<file path="src/rtl/mac_seq_ctrl.sv">
// mac_seq_ctrl: streams a dot-product job of signed (data, weight) beats into a
// MAC lane, waits out the MAC pipeline and returns the accumulated result.
module mac_seq_ctrl #(
  parameter int unsigned IN_BIT     = 8,
  parameter int unsigned WEIGHT_BIT = 8,
  parameter int unsigned OUT_BIT    = 20,
  parameter int unsigned OP_BIT     = 2,
  parameter int unsigned LEN_BIT    = 10,
  parameter int unsigned MAC_LAT    = 1
) (
  input  logic                  clk,
  input  logic                  rst_n,
  input  logic                  start,
  input  logic [LEN_BIT-1:0]    len,
  output logic                  busy,
  input  logic                  in_valid,
  output logic                  in_ready,
  input  logic [IN_BIT-1:0]     in_data,
  input  logic [WEIGHT_BIT-1:0] in_weight,
  output logic                  mac_ena,
  output logic [OP_BIT-1:0]     mac_op,
  output logic [IN_BIT-1:0]     mac_data,
  output logic [WEIGHT_BIT-1:0] mac_weight,
  input  logic [OUT_BIT-1:0]    mac_result,
  output logic                  res_valid,
  input  logic                  res_ready,
  output logic [OUT_BIT-1:0]    res_data
);

  // Drain covers the MAC input register plus MAC_LAT result stages plus one
  // cycle so mac_result is sampled only once it is stable.
  localparam int unsigned DRAIN_CYC = MAC_LAT + 2;
  localparam int unsigned LAT_BIT   = $clog2(DRAIN_CYC + 1);

  localparam logic [OP_BIT-1:0]  OP_NOP     = OP_BIT'(0);
  localparam logic [OP_BIT-1:0]  OP_LOAD    = OP_BIT'(1);
  localparam logic [OP_BIT-1:0]  OP_ACC     = OP_BIT'(2);
  localparam logic [LAT_BIT-1:0] DRAIN_LOAD = LAT_BIT'(DRAIN_CYC);

  typedef enum logic [1:0] {
    S_IDLE  = 2'd0,
    S_FEED  = 2'd1,
    S_DRAIN = 2'd2,
    S_OUT   = 2'd3
  } state_t;

  state_t               state;
  logic [LEN_BIT-1:0]   beat_cnt;
  logic [LAT_BIT-1:0]   drain_cnt;
  logic                 first;

  // State-decoded status and upstream ready.
  assign busy     = (state != S_IDLE);
  assign in_ready = (state == S_FEED);

  // Sequencer FSM with registered MAC and result outputs.
  always_ff @(posedge clk) begin
    if (!rst_n) begin
      state      <= S_IDLE;
      beat_cnt   <= '0;
      drain_cnt  <= '0;
      first      <= 1'b0;
      mac_ena    <= 1'b0;
      mac_op     <= OP_NOP;
      mac_data   <= '0;
      mac_weight <= '0;
      res_valid  <= 1'b0;
      res_data   <= '0;
    end else begin
      // MAC is idle unless a beat was accepted this cycle.
      mac_ena <= 1'b0;
      mac_op  <= OP_NOP;
      case (state)
        S_IDLE: begin
          if (start) begin
            if (len != '0) begin
              beat_cnt <= len;
              first    <= 1'b1;
              state    <= S_FEED;
            end else begin
              res_data  <= '0;
              res_valid <= 1'b1;
              state     <= S_OUT;
            end
          end
        end
        S_FEED: begin
          if (in_valid) begin
            mac_ena    <= 1'b1;
            mac_op     <= first ? OP_LOAD : OP_ACC;
            mac_data   <= in_data;
            mac_weight <= in_weight;
            first      <= 1'b0;
            beat_cnt   <= beat_cnt - LEN_BIT'(1);
            if (beat_cnt == LEN_BIT'(1)) begin
              drain_cnt <= DRAIN_LOAD;
              state     <= S_DRAIN;
            end
          end
        end
        S_DRAIN: begin
          drain_cnt <= drain_cnt - LAT_BIT'(1);
          if (drain_cnt == LAT_BIT'(1)) begin
            res_data  <= mac_result;
            res_valid <= 1'b1;
            state     <= S_OUT;
          end
        end
        S_OUT: begin
          if (res_ready) begin
            res_valid <= 1'b0;
            state     <= S_IDLE;
          end
        end
        default: state <= S_IDLE;
      endcase
    end
  end

endmodule
</file>
<file path="config.mk">
export PLATFORM = sky130hd
export DESIGN_NAME = mac_seq_ctrl
export DESIGN_NICKNAME = d
export VERILOG_FILES = /design/src/rtl/mac_seq_ctrl.sv
export SDC_FILE = /design/constraint.sdc
export NUM_CORES = 1
export LEC_CHECK = 0
export BUFFER_PORTS_ARGS = -buffer_cell sky130_fd_sc_hd__buf_2
export CORE_MARGIN = 5
export CORE_UTILIZATION = 52
export DETAILED_ROUTE_END_ITERATION = 16
export PLACE_DENSITY_LB_ADDON = 0.08
export SYNTH_ARGS = -nofsm -noshare
export SYNTH_HDL_FRONTEND = slang
export SYNTH_SLANG_ARGS = --single-unit
</file>
<file path="constraint.sdc">
create_clock -name clk -period 4.06 [get_ports clk]
set_clock_uncertainty 0.05 [all_clocks]
set_input_delay 0.406 -clock clk [delete_from_list [all_inputs] [get_ports clk]]
set_output_delay 0.406 -clock clk [all_outputs]
set_load 0.005 [all_outputs]
</file>
# Word-level counts from Yosys, hierarchy flattened
# Index checks and enable logic that the tools add are counted.
# word_totals
in_bits	51
word_cells	68
out_inout_bits	42
ff_bits	55
# classes
n_addsub	2
reduce_logical	15
eq_ne	12
n_mux	29
# op_table
cell	n
$mux 20	3
$pmux 20 s2	1
$mux 10	3
$pmux 10 s2	1
$mux 2	9
$ne 2x2->1 const B	6
$eq 10x1->1 const B	1
$reduce_and 5->1	2
$reduce_bool 10->1	1
$sub 10x1->10 const B	1
$mux 1	8
$pmux 2 s4	1
$reduce_and 4->1	2
$reduce_bool 2->1	4
$reduce_and 3->1	2
$eq 2x1->1 const B	2
$eq 2x2->1 const B	2
$pmux 2 s2	1
$reduce_and 2->1	2
$pmux 1 s3	1
$reduce_bool 3->1	1
$logic_not 2->1	1
$ne 2x1->1 const B	1
$pmux 1 s2	1
$sub 2x1->2 const B	1

# Logic depth before layout (Yosys ltp)
# logic_depth
word_depth	4
ltp_mapped	8

# Worst setup path after synthesis
# Ideal clock, no wire load.
# synth_path
path_type	reg-to-reg
start	register state[0]
end	register res_data[0]
path_stages_with_launch	9
t_required_ns	3.940
arrival_time_ns	1.674
slack_ns	2.266
n_path_buf	2
setup_ns	0.070
cell_sequence	dfxtp_1 > inv_1 > ha_1 > buf_2 > and2_1 > a41oi_1 > clkbuf_1 > o21ai_1 > a21oi_1
# synth_between
elab_chain_cells	3
elab_cells_between_ends	8
cone_classes	eq/ne: 4; mux: 1; reduce/logical: 3
# synth_lines
item	line_no	text
start: declaration	47	state_t state;
start signal: assignment	59	state <= S_IDLE;
start signal: assignment	79	state <= S_FEED;
start signal: assignment	83	state <= S_OUT;
$eq 2x2->1 / $logic_not 2->1 (equally long branches)	73	case (state)
$ne 2x2->1 (no source line) / $reduce_bool 2->1 (equally long branches)	-	
$reduce_and 4->1 (no source line)	-	
end signal: assignment	104	res_data <= mac_result;
end: declaration	27	output logic [OUT_BIT-1:0] res_data
# Several ways; a longest one is shown, not always the timed one.
# A chain may end at the register's enable or synchronous reset.

# Worst setup path in the final report
# layout_path
start	register state[1]
end	register beat_cnt[2]
# layout_between
elab_chain_cells	3
elab_cells_between_ends	8
cone_classes	eq/ne: 4; mux: 1; reduce/logical: 3
# layout_lines
item	line_no	text
$eq 2x1->1 / $logic_not 2->1 (equally long branches)	73	
$ne 2x2->1 (no source line) / $reduce_bool 2->1 (equally long branches)	-	
$reduce_and 4->1 (no source line)	-	
end signal: assignment	77	beat_cnt <= len;
end signal: assignment	94	beat_cnt <= beat_cnt - LEN_BIT'(1);
end: declaration	48	logic [LEN_BIT-1:0] beat_cnt;
# Several ways; a longest one is shown, not always the timed one.

==> flow_metrics.tcl <==
set metrics [dict create \
    worst_ep_arrival_time_ns 2.58 \
    hold_class "in2reg" \
    relSlewSlack_pct 36.8 \
    period_minus_slack_ns 2.42 \
    period_share_pct 59.5 \
    tns_ns 0 \
    die_area_um2 6460 \
    rsz0062_at_grt "false" \
    io_pins 93 \
    hold_violations 0 \
    cp.required_ns 4.22 \
    n_antenna_cell 0 \
    cp_max_fo 21 \
    wl_met1_um 2910 \
    cts_buffers 5 \
    swShare_pct 41.9 \
    ys_async_sr_fraction_pct 0 \
    grt_start_max_net_pins 28 \
    fillers 423 \
    gp_congestion 0.890 \
    synth.most_common_cell "dfxtp_1" \
    clock_path_buffers 2 \
    synth_commonest_cells "55 x dfxtp_1, 46 x a21oi_1, 45 x nand2_1" \
    grt_remaining_overflow 0 \
    powerDensity_nw_per_um2 615 \
    die_x_um 80.4 \
    clockPowerShare_pct 16.0 \
    grt_first_pass_wirelength_um 11100 \
    tritoncts "built" \
    clock-sinks 55 \
    io_buffer_count 92 \
    core_um2 4750 \
    cap_violations 0 \
    post_cts_buffers 0 \
    max_freq_mhz 414 \
    num_rows 25 \
    path_class "reg2reg" \
    drive_above_1_share_pct 29.3 \
    wl_um 6820 \
    wl_per_cell_um 15.0 \
    yosysTopAreaCellShare_pct 42.7 \
    ys_seq_area_share_pct 42.7 \
    synth.top_cells.by_area "dfxtp_1 43%, a21oi_1 8.9%, nand2_1 6.6%" \
    wl_met2_um 3240 \
    p_sw_uw 813 \
    netlist-cell-type-count 47 \
    grt_use_total_pct 21.5 \
    ir_drop_v 0.000291 \
    p_seq_share_pct 36.8 \
    dr.pass1.iters 4 \
    power.internal_mw 1.13 \
    synth_enable_flop_cells 0 \
    ys.flop_type "dfxtp_1" \
    dp_hpwl_um 4900 \
    syn-num-nets 368 \
    avgSynthCellArea_um2 8.34 \
    dr_total_vias 2566 \
    drc 0 \
    die_h_um 80.4 \
    antenna_found_initial 0 \
    syn2layout_area_growth_pct 22.2 \
    cts_hold_buffers 0 \
    finalMaxSlewViolations 0 \
    start_util_pct 54.2 \
    p_leak_nw 1.40 \
    clk_pin_slew_ns 0.10 \
    dr.max_layer_used "met4" \
    cp-start-kind "flip-flop" \
    combinationalPowerShare_pct 47.1 \
    ys_seq_elements 55 \
    setup_viol 0 \
    htree_levels 2 \
    nets 448 \
    cts_resized 0 \
    ant_nets 0 \
    grt_pass1_vias 2457 \
    cts.root.buffer_cell "clkbuf_8" \
    hold-worst-slack_ns 0.274 \
    end_kind "flip-flop" \
    clock_latency_ns 0.30 \
    run_status "completed" \
    drt_iter0_markers 165 \
    netlist_area_um2 2580 \
    viasPerCell 5.63 \
    worst_pin_slew_ns 0.948 \
    wl_met3_um 620 \
    yosysWarnings 0 \
    netlist_instances 309 \
    yosysTopAreaCell "dfxtp_1" \
]
==> layer usage <==
layer  track usage (%)  vias up
li1                  -     1276
met1              26.6     1183
met2              35.7      102
met3              7.51        5
met4              5.07        0
met5                 0        -
==> through the flow <==
| step | total power, mW | cells | instance area (µm²) | setup slack, ns | util, % |
|---|---|---|---|---|---|
| final | 1.94 | 456 | 3150 | 1.64 | 66.2 |
| after global routing | 2.08 | 456 | 3150 | 1.37 | 66.2 |
| after CTS | 1.94 | 456 | 3150 | 1.67 | 66.2 |
| after detailed placement | 1.62 | 449 | 3060 | 1.56 | 64.3 |
| after global placement | 1.62 | 449 | 3060 | 1.53 | 64.3 |
| after floorplan | 1.40 | 309 | 2580 | 2.27 | - |
==> final timing paths <==
kind | slack, ns | depth (start not counted) | from | end
min | 0.27 | 3 | in_weight[6] | mac_weight[6]
max | 1.64 | 6 | state[1] | beat_cnt[2]
min reg2reg | 0.40 | 1 | first | mac_op[1]
max reg2reg | 1.64 | 6 | state[1] | beat_cnt[2]
==> cells in the final DEF (no fill, tap or decap), types with 6 or more instances in the layout <==
cell | Yosys | layout
nand2_1 | 45 | 45
ha_1 | 8 | 8
o21ai_1 | 20 | 20
nor2_1 | 8 | 8
dfxtp_1 | 55 | 55
clkbuf_8 | 0 | 6
nand3_1 | 22 | 22
buf_2 | 3 | 92
inv_1 | 8 | 8
a21oi_1 | 46 | 46
o32ai_1 | 7 | 7
==> kinds of logic (layout without fill, tap and decap cells) <==
family / Yosys count / after routing / share of synthesized area (%)
simple gates: 111 / 111 / 22.1
compound gates: 101 / 101 / 24.8
flops: 55 / 55 / 42.7
buf+inv: 29 / 109 / 4.51
fa+ha+maj: 8 / 8 / 3.88
mux: 5 / 5 / 1.94
==> power groups by stage <==
stage	combinational (mW)	clock, mW	sequential, mW
global placement	0.896	0	0.723
CTS	0.902	0.320	0.713
floorplan	0.684	0	0.714
global route	1.01	0.338	0.729
finish	0.913	0.311	0.714
detailed placement	0.895	0	0.726
==> worst max-delay path, stage by stage, from the launching register on <==
cell	delay, ns
dfxtp_1	0.35
inv_1	0.11
ha_1	0.64
mux2i_1	0.33
nor2_2	0.32
nand2_2	0.21
o32ai_1	0.31
==> layout make-up <==
type	instances	area, µm²	share of cell area [%]
Sequential cell	55	1100	35.0
Clock buffer	6	82.6	2.62
Multi-Input combinational cell	225	1370	43.4
Clock inverter	1	8.76	0.278
Inverter	8	30.0	0.954
Tap cell	67	83.8	2.66
Timing Repair Buffer	94	475	15.1
==> flip-flops by register name, summed over array words and instances, names as in the netlist <==
name and cells:
mac_ena 1, mac_op 2, beat_cnt 10, first 1
res_data 20, res_valid 1, mac_data 8, state 2
drain_cnt 2, mac_weight 8
Power figures use the tool's default switching activity.
